===== config.mk =====
export PLATFORM = sky130hd
export DESIGN_NAME = timekeeper_core
export DESIGN_NICKNAME = d
export VERILOG_FILES = /design/src/rtl/timekeeper_core.sv
export SDC_FILE = /design/constraint.sdc
export NUM_CORES = 1
export LEC_CHECK = 0
export BUFFER_PORTS_ARGS = -buffer_cell sky130_fd_sc_hd__buf_4
export CAP_MARGIN = 20
export CORE_MARGIN = 2
export CORE_UTILIZATION = 45
export CTS_BUF_LIST = sky130_fd_sc_hd__clkbuf_16
export CTS_CLUSTER_DIAMETER = 120
export CTS_CLUSTER_SIZE = 20
export DETAILED_ROUTE_END_ITERATION = 6
export SLEW_MARGIN = 20
export SYNTH_ARGS = -nofsm -noshare
export SYNTH_HDL_FRONTEND = slang
export SYNTH_SLANG_ARGS = --single-unit
export TNS_END_PERCENT = 5

===== constraint.sdc =====
create_clock -name clk -period 4.7 [get_ports clk]
set_input_delay 0.47 -clock clk [delete_from_list [all_inputs] [get_ports clk]]
set_output_delay 0.47 -clock clk [all_outputs]
set_load 0.005 [all_outputs]

===== src/rtl/timekeeper_core.sv =====
// timekeeper_core: calendar clock with a per-second prescaler, set/adjust
// paths and NUM_ALARMS hour:minute alarm channels.
// Optional build macro TIMEKEEPER_LEAP_EN adds Gregorian leap-year Februaries;
// without it February always has 28 days and no leap logic is built.
module timekeeper_core #(
    parameter int CLK_HZ     = 100000000,
    parameter int NUM_ALARMS = 4,
    localparam int AW        = (NUM_ALARMS > 1) ? $clog2(NUM_ALARMS) : 1
) (
    input  logic                  clk,
    input  logic                  reset,
    input  logic                  set_valid,
    input  logic [13:0]           set_year,
    input  logic [3:0]            set_month,
    input  logic [4:0]            set_day,
    input  logic [4:0]            set_hour,
    input  logic [5:0]            set_minute,
    input  logic [5:0]            set_second,
    input  logic                  adj_inc,
    input  logic                  adj_dec,
    input  logic [2:0]            adj_field,
    input  logic                  alarm_wr,
    input  logic [AW-1:0]         alarm_idx,
    input  logic [4:0]            alarm_hour,
    input  logic [5:0]            alarm_minute,
    input  logic                  alarm_on,
    input  logic                  alarm_ack,
    output logic [13:0]           year,
    output logic [3:0]            month,
    output logic [4:0]            day,
    output logic [4:0]            hour,
    output logic [5:0]            minute,
    output logic [5:0]            second,
    output logic                  sec_pulse,
    output logic                  set_err,
    output logic [NUM_ALARMS-1:0] alarm_pending,
    output logic                  alarm_irq
);

    localparam int            PW        = $clog2(CLK_HZ);
    localparam logic [PW-1:0] PRESC_MAX = PW'(CLK_HZ - 1);

    // Days in a month; an illegal month yields 0 so any day check fails.
    function automatic logic [4:0] f_dim(input logic [3:0] mon, input logic leap);
        logic [4:0] d;
        case (mon)
            4'd1, 4'd3, 4'd5, 4'd7, 4'd8, 4'd10, 4'd12: d = 5'd31;
            4'd4, 4'd6, 4'd9, 4'd11:                    d = 5'd30;
            4'd2:                                       d = leap ? 5'd29 : 5'd28;
            default:                                    d = 5'd0;
        endcase
        return d;
    endfunction

    // Time-of-day and control state
    logic [13:0]           r_year;
    logic [3:0]            r_month;
    logic [4:0]            r_day;
    logic [4:0]            r_hour;
    logic [5:0]            r_minute;
    logic [5:0]            r_second;
    logic [PW-1:0]         r_presc;
    logic                  r_hold;
    logic                  r_sec_pulse;
    logic                  r_set_err;
    logic [NUM_ALARMS-1:0] r_pend;
    logic                  r_irq;
    logic [4:0]            r_al_hour [NUM_ALARMS];
    logic [5:0]            r_al_min  [NUM_ALARMS];
    logic                  r_al_on   [NUM_ALARMS];

    logic                  w_leap_cur;
    logic                  w_leap_set;
    logic                  w_leap_adj;

    // Stepped year/month values shared by the carry chain and the adjust path
    logic [13:0] w_year_up, w_year_dn, w_adj_year;
    logic [3:0]  w_mon_up, w_mon_dn, w_adj_month;
    logic [4:0]  w_dim_cur, w_dim_set, w_dim_mon, w_dim_yr;
    logic        w_tick, w_adj_act, w_set_ok;

    assign w_year_up   = (r_year == 14'd9999) ? 14'd0 : (r_year + 14'd1);
    assign w_year_dn   = (r_year == 14'd0) ? 14'd9999 : (r_year - 14'd1);
    assign w_adj_year  = adj_inc ? w_year_up : w_year_dn;
    assign w_mon_up    = (r_month == 4'd12) ? 4'd1 : (r_month + 4'd1);
    assign w_mon_dn    = (r_month <= 4'd1) ? 4'd12 : (r_month - 4'd1);
    assign w_adj_month = adj_inc ? w_mon_up : w_mon_dn;

`ifdef TIMEKEEPER_LEAP_EN
    // Gregorian rule: every 4th year, except centuries not divisible by 400.
    function automatic logic f_is_leap(input logic [13:0] y);
        return (y[1:0] == 2'b00) &&
               (((y % 14'd100) != 14'd0) || ((y % 14'd400) == 14'd0));
    endfunction

    assign w_leap_cur = f_is_leap(r_year);
    assign w_leap_set = f_is_leap(set_year);
    assign w_leap_adj = f_is_leap(w_adj_year);
`else
    assign w_leap_cur = 1'b0;
    assign w_leap_set = 1'b0;
    assign w_leap_adj = 1'b0;
`endif

    assign w_dim_cur = f_dim(r_month, w_leap_cur);
    assign w_dim_set = f_dim(set_month, w_leap_set);
    assign w_dim_mon = f_dim(w_adj_month, w_leap_cur);
    assign w_dim_yr  = f_dim(r_month, w_leap_adj);

    assign w_tick    = (r_presc == PRESC_MAX);
    // Exactly one direction and a real field; otherwise the adjust is a no-op
    // and does not block the tick.
    assign w_adj_act = (adj_inc ^ adj_dec) && (adj_field <= 3'd5);
    assign w_set_ok  = (set_month >= 4'd1) && (set_month <= 4'd12) &&
                       (set_day >= 5'd1) && (set_day <= w_dim_set) &&
                       (set_hour <= 5'd23) && (set_minute <= 6'd59) &&
                       (set_second <= 6'd59);

    logic [13:0] w_adv_year;
    logic [3:0]  w_adv_month;
    logic [4:0]  w_adv_day, w_adv_hour;
    logic [5:0]  w_adv_min, w_adv_sec;

    // One-second advance with the full carry cascade up to the year wrap.
    always_comb begin
        w_adv_year  = r_year;
        w_adv_month = r_month;
        w_adv_day   = r_day;
        w_adv_hour  = r_hour;
        w_adv_min   = r_minute;
        w_adv_sec   = r_second;
        if (r_second == 6'd59) begin
            w_adv_sec = 6'd0;
            if (r_minute == 6'd59) begin
                w_adv_min = 6'd0;
                if (r_hour == 5'd23) begin
                    w_adv_hour = 5'd0;
                    if (r_day >= w_dim_cur) begin
                        w_adv_day = 5'd1;
                        if (r_month == 4'd12) begin
                            w_adv_month = 4'd1;
                            w_adv_year  = w_year_up;
                        end else begin
                            w_adv_month = r_month + 4'd1;
                        end
                    end else begin
                        w_adv_day = r_day + 5'd1;
                    end
                end else begin
                    w_adv_hour = r_hour + 5'd1;
                end
            end else begin
                w_adv_min = r_minute + 6'd1;
            end
        end else begin
            w_adv_sec = r_second + 6'd1;
        end
    end

    logic [13:0]   w_nxt_year;
    logic [3:0]    w_nxt_month;
    logic [4:0]    w_nxt_day, w_nxt_hour;
    logic [5:0]    w_nxt_min, w_nxt_sec;
    logic [PW-1:0] w_nxt_presc;
    logic          w_nxt_hold, w_nxt_pulse, w_nxt_err, w_adv_en;

    // Next state with priority set > adjust > tick; a tick blocked by an
    // adjust (or a rejected set) is held and applied on a later free cycle.
    always_comb begin
        w_nxt_year  = r_year;
        w_nxt_month = r_month;
        w_nxt_day   = r_day;
        w_nxt_hour  = r_hour;
        w_nxt_min   = r_minute;
        w_nxt_sec   = r_second;
        w_nxt_presc = w_tick ? {PW{1'b0}} : (r_presc + PW'(1));
        w_nxt_hold  = 1'b0;
        w_nxt_pulse = 1'b0;
        w_nxt_err   = 1'b0;
        w_adv_en    = 1'b0;
        if (set_valid) begin
            if (w_set_ok) begin
                w_nxt_year  = set_year;
                w_nxt_month = set_month;
                w_nxt_day   = set_day;
                w_nxt_hour  = set_hour;
                w_nxt_min   = set_minute;
                w_nxt_sec   = set_second;
                w_nxt_presc = {PW{1'b0}};
            end else begin
                w_nxt_err  = 1'b1;
                w_nxt_hold = w_tick | r_hold;
            end
        end else if (w_adj_act) begin
            w_nxt_hold = w_tick | r_hold;
            case (adj_field)
                3'd0: w_nxt_sec  = adj_inc ? ((r_second == 6'd59) ? 6'd0 : (r_second + 6'd1))
                                           : ((r_second == 6'd0) ? 6'd59 : (r_second - 6'd1));
                3'd1: w_nxt_min  = adj_inc ? ((r_minute == 6'd59) ? 6'd0 : (r_minute + 6'd1))
                                           : ((r_minute == 6'd0) ? 6'd59 : (r_minute - 6'd1));
                3'd2: w_nxt_hour = adj_inc ? ((r_hour == 5'd23) ? 5'd0 : (r_hour + 5'd1))
                                           : ((r_hour == 5'd0) ? 5'd23 : (r_hour - 5'd1));
                3'd3: w_nxt_day  = adj_inc ? ((r_day >= w_dim_cur) ? 5'd1 : (r_day + 5'd1))
                                           : ((r_day <= 5'd1) ? w_dim_cur : (r_day - 5'd1));
                3'd4: begin
                    w_nxt_month = w_adj_month;
                    w_nxt_day   = (r_day > w_dim_mon) ? w_dim_mon : r_day;
                end
                3'd5: begin
                    w_nxt_year = w_adj_year;
                    w_nxt_day  = (r_day > w_dim_yr) ? w_dim_yr : r_day;
                end
                default: w_nxt_sec = r_second;
            endcase
        end else if (w_tick | r_hold) begin
            w_nxt_year  = w_adv_year;
            w_nxt_month = w_adv_month;
            w_nxt_day   = w_adv_day;
            w_nxt_hour  = w_adv_hour;
            w_nxt_min   = w_adv_min;
            w_nxt_sec   = w_adv_sec;
            w_nxt_pulse = 1'b1;
            w_adv_en    = 1'b1;
        end else begin
            w_nxt_hold = 1'b0;
        end
    end

    logic [NUM_ALARMS-1:0] w_hit;

    // Alarm match only when a tick lands on the top of a minute.
    always_comb begin
        w_hit = {NUM_ALARMS{1'b0}};
        for (int i = 0; i < NUM_ALARMS; i++) begin
            if (w_adv_en && (w_adv_sec == 6'd0) && r_al_on[i] &&
                (r_al_hour[i] == w_adv_hour) && (r_al_min[i] == w_adv_min)) begin
                w_hit[i] = 1'b1;
            end else begin
                w_hit[i] = 1'b0;
            end
        end
    end

    // Time, prescaler, pulses and alarm status registers.
    always_ff @(posedge clk) begin
        if (reset) begin
            r_year      <= 14'd2024;
            r_month     <= 4'd1;
            r_day       <= 5'd1;
            r_hour      <= 5'd0;
            r_minute    <= 6'd0;
            r_second    <= 6'd0;
            r_presc     <= {PW{1'b0}};
            r_hold      <= 1'b0;
            r_sec_pulse <= 1'b0;
            r_set_err   <= 1'b0;
            r_pend      <= {NUM_ALARMS{1'b0}};
            r_irq       <= 1'b0;
        end else begin
            r_year      <= w_nxt_year;
            r_month     <= w_nxt_month;
            r_day       <= w_nxt_day;
            r_hour      <= w_nxt_hour;
            r_minute    <= w_nxt_min;
            r_second    <= w_nxt_sec;
            r_presc     <= w_nxt_presc;
            r_hold      <= w_nxt_hold;
            r_sec_pulse <= w_nxt_pulse;
            r_set_err   <= w_nxt_err;
            // A new match wins over a coincident acknowledge.
            r_pend      <= (alarm_ack ? {NUM_ALARMS{1'b0}} : r_pend) | w_hit;
            r_irq       <= |r_pend;
        end
    end

    // Alarm table; an index with no matching channel writes nothing.
    always_ff @(posedge clk) begin
        if (reset) begin
            for (int i = 0; i < NUM_ALARMS; i++) begin
                r_al_hour[i] <= 5'd0;
                r_al_min[i]  <= 6'd0;
                r_al_on[i]   <= 1'b0;
            end
        end else if (alarm_wr) begin
            for (int i = 0; i < NUM_ALARMS; i++) begin
                if (alarm_idx == AW'(i)) begin
                    r_al_hour[i] <= alarm_hour;
                    r_al_min[i]  <= alarm_minute;
                    r_al_on[i]   <= alarm_on;
                end
            end
        end
    end

    assign year          = r_year;
    assign month         = r_month;
    assign day           = r_day;
    assign hour          = r_hour;
    assign minute        = r_minute;
    assign second        = r_second;
    assign sec_pulse     = r_sec_pulse;
    assign set_err       = r_set_err;
    assign alarm_pending = r_pend;
    assign alarm_irq     = r_irq;

endmodule

# Word-level counts from Yosys, hierarchy flattened
# Memories as Yosys holds them, arrays and structs flattened.
# Index checks and enable logic that the tools add are counted.
# totals
memories	3
ramBits	48
reg_bits	75
out_inout_bits	47
# classes
muxes	113
add_sub_neg	13
n_reduce_logical	47
eq_ne	66
n_bitwise	16
n_lt_le_gt_ge	13
# mem_list
name	depth	width	read_ports	rd_ports_with_merged_regs	wr	line	source
r_al_min	4	6	4	0	4	69	logic [5:0] r_al_min [NUM_ALARMS];
r_al_hour	4	5	4	0	4	68	logic [4:0] r_al_hour [NUM_ALARMS];
r_al_on	4	1	4	0	4	70	logic r_al_on [NUM_ALARMS];
# op_table
operator	n
14-bit 2-to-1 mux	13
5-bit 2-to-1 mux	26
6-bit 2-to-1 mux	21
27-bit 2-to-1 mux	3
4-bit == test, second input constant	15
5-bit case mux with 3 select lines	4
4-bit 2-to-1 mux	13
4-bit by 3-bit == test with 1-bit output, second input constant	12
1-bit 2-to-1 mux	33
27-bit by 1-bit adder with 27-bit output, second input constant	1
27-bit == test, second input constant	1
4-bit by 2-bit == test with 1-bit output, second input constant	6
6-bit == test	4
7-bit OR reduction	3
5-bit == test	4
1-bit logical AND	20
6-bit logical NOT	3
3-bit nonzero test	6
8-bit AND reduction	2
4-bit OR reduction	4
3-bit by 2-bit inequality test with 1-bit output, second input constant	5
14-bit by 1-bit adder with 14-bit output, second input constant	1
14-bit == test, second input constant	1
14-bit logical NOT	1
39 further kinds	66

# Longest topological paths before layout
# Gate-level depths: netlist (run 1).
# depth
ltp_word	11
depth_mapped	17
depth_no_buf	16

# Worst setup path before layout (run 1)
# No wires, ideal clock.
# synth_path
path_kind	flip-flop to flip-flop
start	reg r_month[0] (netlist: month[0])
end	reg r_day[0] (netlist: day[0])
required_ns	4.556
arrival_ns	3.792
slack_ns	0.764
stages_incl_launch_ff	18
setup_ns	0.144
cell_sequence	dfxtp_1 > inv_1 > ha_1 > buf_2 > nor2_1 > a21oi_1 > mux4_2 > nor4_1 > nor2_1 > inv_1 > ha_1 > and3_1 > a311o_1 > a21oi_1 > nor4_1 > a221oi_1 > and2_1 > a41oi_1
# synth_between
elab_chain_len	11
word_cells_on_any_way	54
# synth_lines
item	line	source
from (decl)	57	logic [3:0] r_month;
from (signal assigned)	261	r_month <= w_nxt_month;
branches (longest 11 deep; another with 5-bit greater-than comparator)	--	
to (signal assigned)	262	r_day <= w_nxt_day;
to (decl)	58	logic [4:0] r_day;
# Several ways; the timed one is not identified. The select of a mux whose other input is x is not followed.
# A chain may end at the register's enable or synchronous reset.

# Final worst setup path (run 1)
# Same ends and word-level chain as after synthesis.

==> run_results.csv, run 1 <==
group,metric,value,unit
clocking,cts_sinks,123,
die,ios,111,
clocking,clkLatencyLatePin,0.43,ns
drt,ant_nets,0,
timing,fin_crit,4.31,ns
power_and_ir_drop,powerDensity,338,nW/um2
clocking,cts_tree,"yes",
critical_path,cpPeakStageDelay,0.56,ns
power_and_ir_drop,vdd_ir_drop_max,0.256,mV
power_and_ir_drop,p_clk_share,37.3,%
finish,final_area,10800,um2
power_and_ir_drop,netSwitchingFraction,33.6,%
drt,wire_per_inst,18.6,um
drt,met1Wirelength,12400,um
clocking,htree_levels,4,
timing,period_share,91.8,%
drt,viasPerCell,5.92,
global_route,grt_max_degree,66,
finish,nets,1311,
global_route,grt_pass1_vias,8276,
clocking,cts-root-buf,"clkbuf_16",
critical_path,cp_slowest_cell,"mux4_2",
drt,top_layer,"met4",
synth,synth_warnings,0,
timing,setup-tns-final,0,ns
timing,slew_headroom,31.8,%
synth,synth_edf_count,48,
global_route,antenna_found_initial,0,
clocking,ctsResizeCount,0,
drt,dr.pass1.iters,5,
synth,synth_common_cells,"nor2_1 (117), nand2_1 (104), dfxtp_1 (75), a21oi_1 (73)",
global_route,grt_first_pass_wirelength,44900,um
flow_run,maxCapViolations,0,
place,port_buffers,110,
die,die_h,147,um
timing,tightest_slew,1.02,ns
hold_path,hold_class,"primary input to flip-flop",
synth,synth_area_leaders,"dfxtp_1 (16%), edfxtp_1 (16%), nor2_1 (4.8%)",
finish,fin_util,53.4,%
die,die_area,21600,um2
critical_path,required,4.98,ns
critical_path,worstPathCellList,"inv_1 -> ha_1 -> nor2_1 -> a21oi_1 -> mux4_2 -> nor4_1 -> nor2_1 -> inv_1 -> ha_1 -> and3_1 -> a311o_1 -> a21oi_1 -> nor4_1 -> a221oi_2 -> and2_1 -> a41oi_1",
power_and_ir_drop,leakage,4.06,nW
place,hpwlAfterDp,20000,um
critical_path,crit_type,"flip-flop to flip-flop",
synth,syn_area_per_cell,8.03,um2
clocking,post-cts-setup-buffers,0,
synth,syn-num-nets,1242,
synth,yosysUniqueCellTypes,79,
synth,synth.top_cell.area_share,16.3,%
timing,grt_setup_unrepaired,"false",
timing,hold_viol,0,
drt,drt_iter0_markers,591,
synth,netlist_area,9190,um2
synth,post-synth-top-count-cell,"nor2_1",
finish,nFillCells,1984,
power_and_ir_drop,switchingPower,1.22,mW
synth,ys_ff_latch,123,
critical_path,cp-start-kind,"flip-flop",
global_route,grtUsageTotal,25.9,%
drt,wl_met2,13200,um
timing,setup_viol_count_final,0,
synth,yosysSeqAreaShare,32.0,%
clocking,postCtsHoldBufs,0,
timing,fmax,232,MHz
die,core-area,20200,um2
critical_path,crit_buf_inv,2,
place,placed_area,10200,um2
die,dieWidth,147,um
drt,dr_wl_met3,1620,um
power_and_ir_drop,intPower,2.41,mW
place,gp_congestion,0.923,
critical_path,cp_top_family,"simple AND/OR/NAND/NOR gates",
outcome,status,"finished, final reports clean",
critical_path,arrival,4.59,ns
drt,num_vias,8857,
global_route,grt_overflow,0,
synth,synth_top_area_cell,"dfxtp_1",
synth,syn-instance-count,1144,
finish,drive_above_1_share,15.2,%
clocking,cts_buffers,17,
synth,async_reset_ff_share,0,%
critical_path,worst-path-max-fanout,9,
power_and_ir_drop,p_seq_share,36.9,%
clocking,cts_buffer_depth,2,
synth,synth_ff_type,"dfxtp_1",
drt,drt-total-wl,27800,um
die,initial_utilization,45.6,%
finish,diodes,0,
finish,syn2layout_area_growth,17.1,%
timing,finClkSkew,0.0123,ns
drt,post-route-drc-count,0,
timing,hold_ws,0.329,ns
power_and_ir_drop,comb_power_share,25.8,%
clocking,clk_pin_slew,0.07,ns
die,row_count,52,
critical_path,end_kind,"flip-flop",
timing,finalMaxSlewViolations,0,
-- registers in the layout (all words and copies together) (netlist names), 5 cells and up --
signal / count
r_presc: 27
r_al_min: 24
r_al_hour: 20
year: 14
minute: 6
second: 6
day: 5
hour: 5
-- metrics by stage --
step | setup slack, ns | cells | total power, mW
after floorplan | 0.764 | 1144 | 1.97
final | 0.386 | 1496 | 3.63
after detailed placement | 0.230 | 1464 | 2.29
after CTS | 0.218 | 1496 | 3.65
after global routing | 0.0600 | 1496 | 3.81
after global placement | 0.310 | 1464 | 2.28
-- layout by cell type (no fill, tap or decap), types with 5 or more instances in the layout --
cell type and instances:
and4_1 5, clkbuf_16 18, xor2_1 36, a31oi_1 10
o221ai_1 6, a2111oi_0 6, dfxtp_1 75, or2_2 5
a211oi_1 22, and3_1 12, nand4_1 17, xnor2_1 47
nor2b_1 9, nor3b_1 6, o31ai_1 10, buf_4 127
and2_1 59, a22o_1 5, nor4_1 16, a221oi_1 8
o22ai_1 8, a21oi_1 73, nand2b_1 9, nand2_1 104
nor2_1 117, nand3_1 35, a311oi_1 13, ha_1 34
o21ai_0 54, nor3_1 42, mux2i_1 11, edfxtp_1 48
a22oi_1 5, or4_1 6, or3_1 9, o211ai_1 26
inv_1 38
-- logic make-up (layout without fill, tap and decap cells) --
kind of cell	Yosys count	count (layout)	synth area share [%]
simple gates	469	469	25.9
compound gates	307	307	22.7
flops	123	123	32.0
buf+inv	113	195	4.96
xor+xnor	83	83	7.91
fa+ha+maj	34	34	4.63
mux	15	15	1.81
-- routing by layer --
layer | track usage, % | up-vias
li1 | - | 4359
met1 | 35.0 | 4150
met2 | 42.7 | 304
met3 | 4.32 | 44
met4 | 7.79 | 0
met5 | 0 | -
-- cell type report --
class                      instances  area (um2)  share of cell area [%]
multi-input combinational        908        5800                    53.9
sequential                       123        2940                    27.3
timing repair buffer             127         953                    8.86
clock buffer                      18         450                    4.19
tap                              270         338                    3.14
clock inverter                    14         144                    1.34
inverter                          36         135                    1.26
-- path summary, 6_finish.rpt --
check	startpoint	endpoint	slack, ns	cells past startpoint
setup / recovery	month[0]$_SDFFE_PP1P_	day[0]$_SDFFE_PP1P_	0.39	16
hold / removal	set_second[2]	second[2]$_SDFFE_PP0P_	0.33	3
setup reg to reg	month[0]$_SDFFE_PP1P_	day[0]$_SDFFE_PP1P_	0.39	16
hold reg to reg	alarm_pending[2]$_SDFF_PP0_	alarm_pending[2]$_SDFF_PP0_	0.48	2
-- power by group through the flow --
stage / logic (mW) / registers, mW / clock network, mW
after detailed placement: 0.928 / 1.36 / 0
after floorplan: 0.703 / 1.26 / 0
final: 0.937 / 1.34 / 1.36
after CTS: 0.932 / 1.34 / 1.38
after global placement: 0.919 / 1.36 / 0
after global routing: 1.04 / 1.36 / 1.41
-- tightest hold or removal path, stage by stage --
cell and delay, ns:
buf_4 0.11, nand2_1 0.05, a311oi_1 0.08
Power figures use the tool's default switching activity.
==> inputs of run 2 (changes only) <==
Settings changed: REMOVE_ABC_BUFFERS set to 1.
==> run 2 against run 1 <==
Effect of this change:
- worst hold slack got worse by 0.0078 ns
- clock-buffer cell count fell by 1
- via count down 0.26%
- first-iteration DRC count down 22%
- non-clock buffer count did not move
- register-to-register slack worse by 0.03 ns
- total power is 2.8% lower
- wire length is 1.5% lower
- critical path type unchanged
- largest cell class unchanged
- largest power group is now sequential cells
==> run_results.csv, run 2 (synthesis results as in run 1) <==
group,metric,value,unit
outcome,status,"finished, final reports clean",
power_and_ir_drop,leakage,4.04,nW
drt,post-route-drc-count,0,
clocking,cts_buffer_depth,2,
clocking,clk_pin_slew,0.06,ns
timing,finalMaxSlewViolations,0,
finish,diodes,0,
die,initial_utilization,45.6,%
clocking,cts_buffers,17,
drt,dr.pass1.iters,5,
timing,slew_headroom,29.6,%
timing,setup_viol_count_final,0,
global_route,grtUsageTotal,25.2,%
drt,ant_nets,0,
timing,fin_crit,4.34,ns
timing,setup-tns-final,0,ns
critical_path,ff2ff_setup_slack,0.36,ns
die,dieWidth,147,um
power_and_ir_drop,vdd_ir_drop_max,0.268,mV
critical_path,crit_type,"flip-flop to flip-flop",
critical_path,required,4.96,ns
clocking,clkLatencyLatePin,0.43,ns
global_route,grt_max_degree,66,
timing,fmax,230,MHz
die,row_count,52,
die,die_h,147,um
drt,wire_per_inst,18.3,um
drt,drt-total-wl,27400,um
timing,tightest_slew,1.05,ns
critical_path,end_kind,"flip-flop",
die,ios,111,
timing,period_share,92.4,%
power_and_ir_drop,powerDensity,329,nW/um2
place,gp_congestion,0.915,
finish,mostFrequentLayoutCells,"buf_4 (127), nor2_1 (117), nand2_1 (104)",
hold_path,hold_class,"primary input to flip-flop",
finish,nets,1311,
critical_path,cp-start-kind,"flip-flop",
clocking,cts_sinks,123,
drt,drt_iter0_markers,463,
timing,grt_setup_unrepaired,"false",
die,die_area,21600,um2
die,core-area,20200,um2
flow_run,maxCapViolations,0,
place,hpwlAfterDp,19600,um
drt,viasPerCell,5.91,
clocking,htree_levels,4,
place,dp_worst_setup_slack,0.194,ns
global_route,antenna_found_initial,0,
finish,syn2layout_area_growth,16.6,%
timing,fin_ws,0.355,ns
timing,finClkSkew,0.0117,ns
finish,drive_above_1_share,15.1,%
critical_path,worst-path-max-fanout,9,
finish,largest_register,"r_presc",
global_route,grt_pass1_vias,8072,
timing,hold_viol,0,
clocking,cts-root-buf,"clkbuf_16",
clocking,cts_tree,"yes",
place,port_buffers,110,
drt,num_vias,8834,
finish,reg.largest.list,"r_presc x27, r_al_min x24, r_al_hour x20",
finish,final_common_cell,"buf_4",
global_route,grt_overflow,0,
place,placed_area,10200,um2
finish,final_area,10700,um2
finish,largest_register_ffs,27,
global_route,grt_first_pass_wirelength,43500,um
critical_path,arrival,4.60,ns
==> run 2: what timing repair did <==
item | 4_1_cts | 5_1_grt
gates resized for setup | 0 | 1
hold buffers | 0 | 0
setup endpoints to repair | 0 | 5
setup buffers | 0 | 0
==> run 2: area by class of cell <==
class	instances	area, um2
repair buffers	127	953
clock inverters	15	126
clock buffers	17	425
well taps	270	338
inverters	36	135
multi-input cells	908	5800
fillers	1952	9450
flip-flops and latches	123	2940
==> run 2: stage by stage <==
stage               std cells  power (mW)  hold slack, ns  util [%]
detailed placement       1464        2.28           0.475      50.4
floorplan                1067        1.92           0.453         -
CTS                      1496        3.54           0.308      53.1
global route             1496        3.71           0.338      53.1
finish                   1496        3.53           0.321      53.1
global placement         1464        2.28           0.478      50.4
==> run 2: worst paths after layout <==
path                                    start                          end  cells after the start
hold reg to reg   alarm_pending[1]$_SDFF_PP0_  alarm_pending[1]$_SDFF_PP0_                      2
hold / removal                   set_year[11]        year[11]$_SDFFE_PP0P_                      3
setup reg to reg        month[0]$_SDFFE_PP1P_          day[0]$_SDFFE_PP1P_                     16
setup / recovery        month[0]$_SDFFE_PP1P_          day[0]$_SDFFE_PP1P_                     16
==> run 2: metal layers <==
layer  share of wire (%)  vias up  GRT usage, %
met5                   0        -             0
met4                 3.2        0          10.3
met3                 5.3       58          3.98
met2                  47      276          41.0
met1                  45     4139          33.6
li1                    -     4361             -
==> run 2: critical path, stage by stage, from the launching register on <==
cell and delay (ns):
dfxtp_1 0.47, inv_1 0.20, ha_1 0.34, nor2_1 0.17, a21oi_1 0.08, mux4_2 0.55, nor4_1 0.31, nor2_1 0.13
inv_1 0.12, ha_1 0.26, and3_1 0.19, a311o_1 0.35, a21oi_1 0.12, nor4_1 0.07, a221oi_2 0.41, and2_1 0.28
a41oi_1 0.12
==> run 2: report_power, final <==
group	internal [mW]	switching (mW)	total [mW]	leakage, nW
registers	1.18	0.158	1.34	1.08
logic	0.417	0.515	0.932	2.69
clock network	0.725	0.530	1.25	0.270
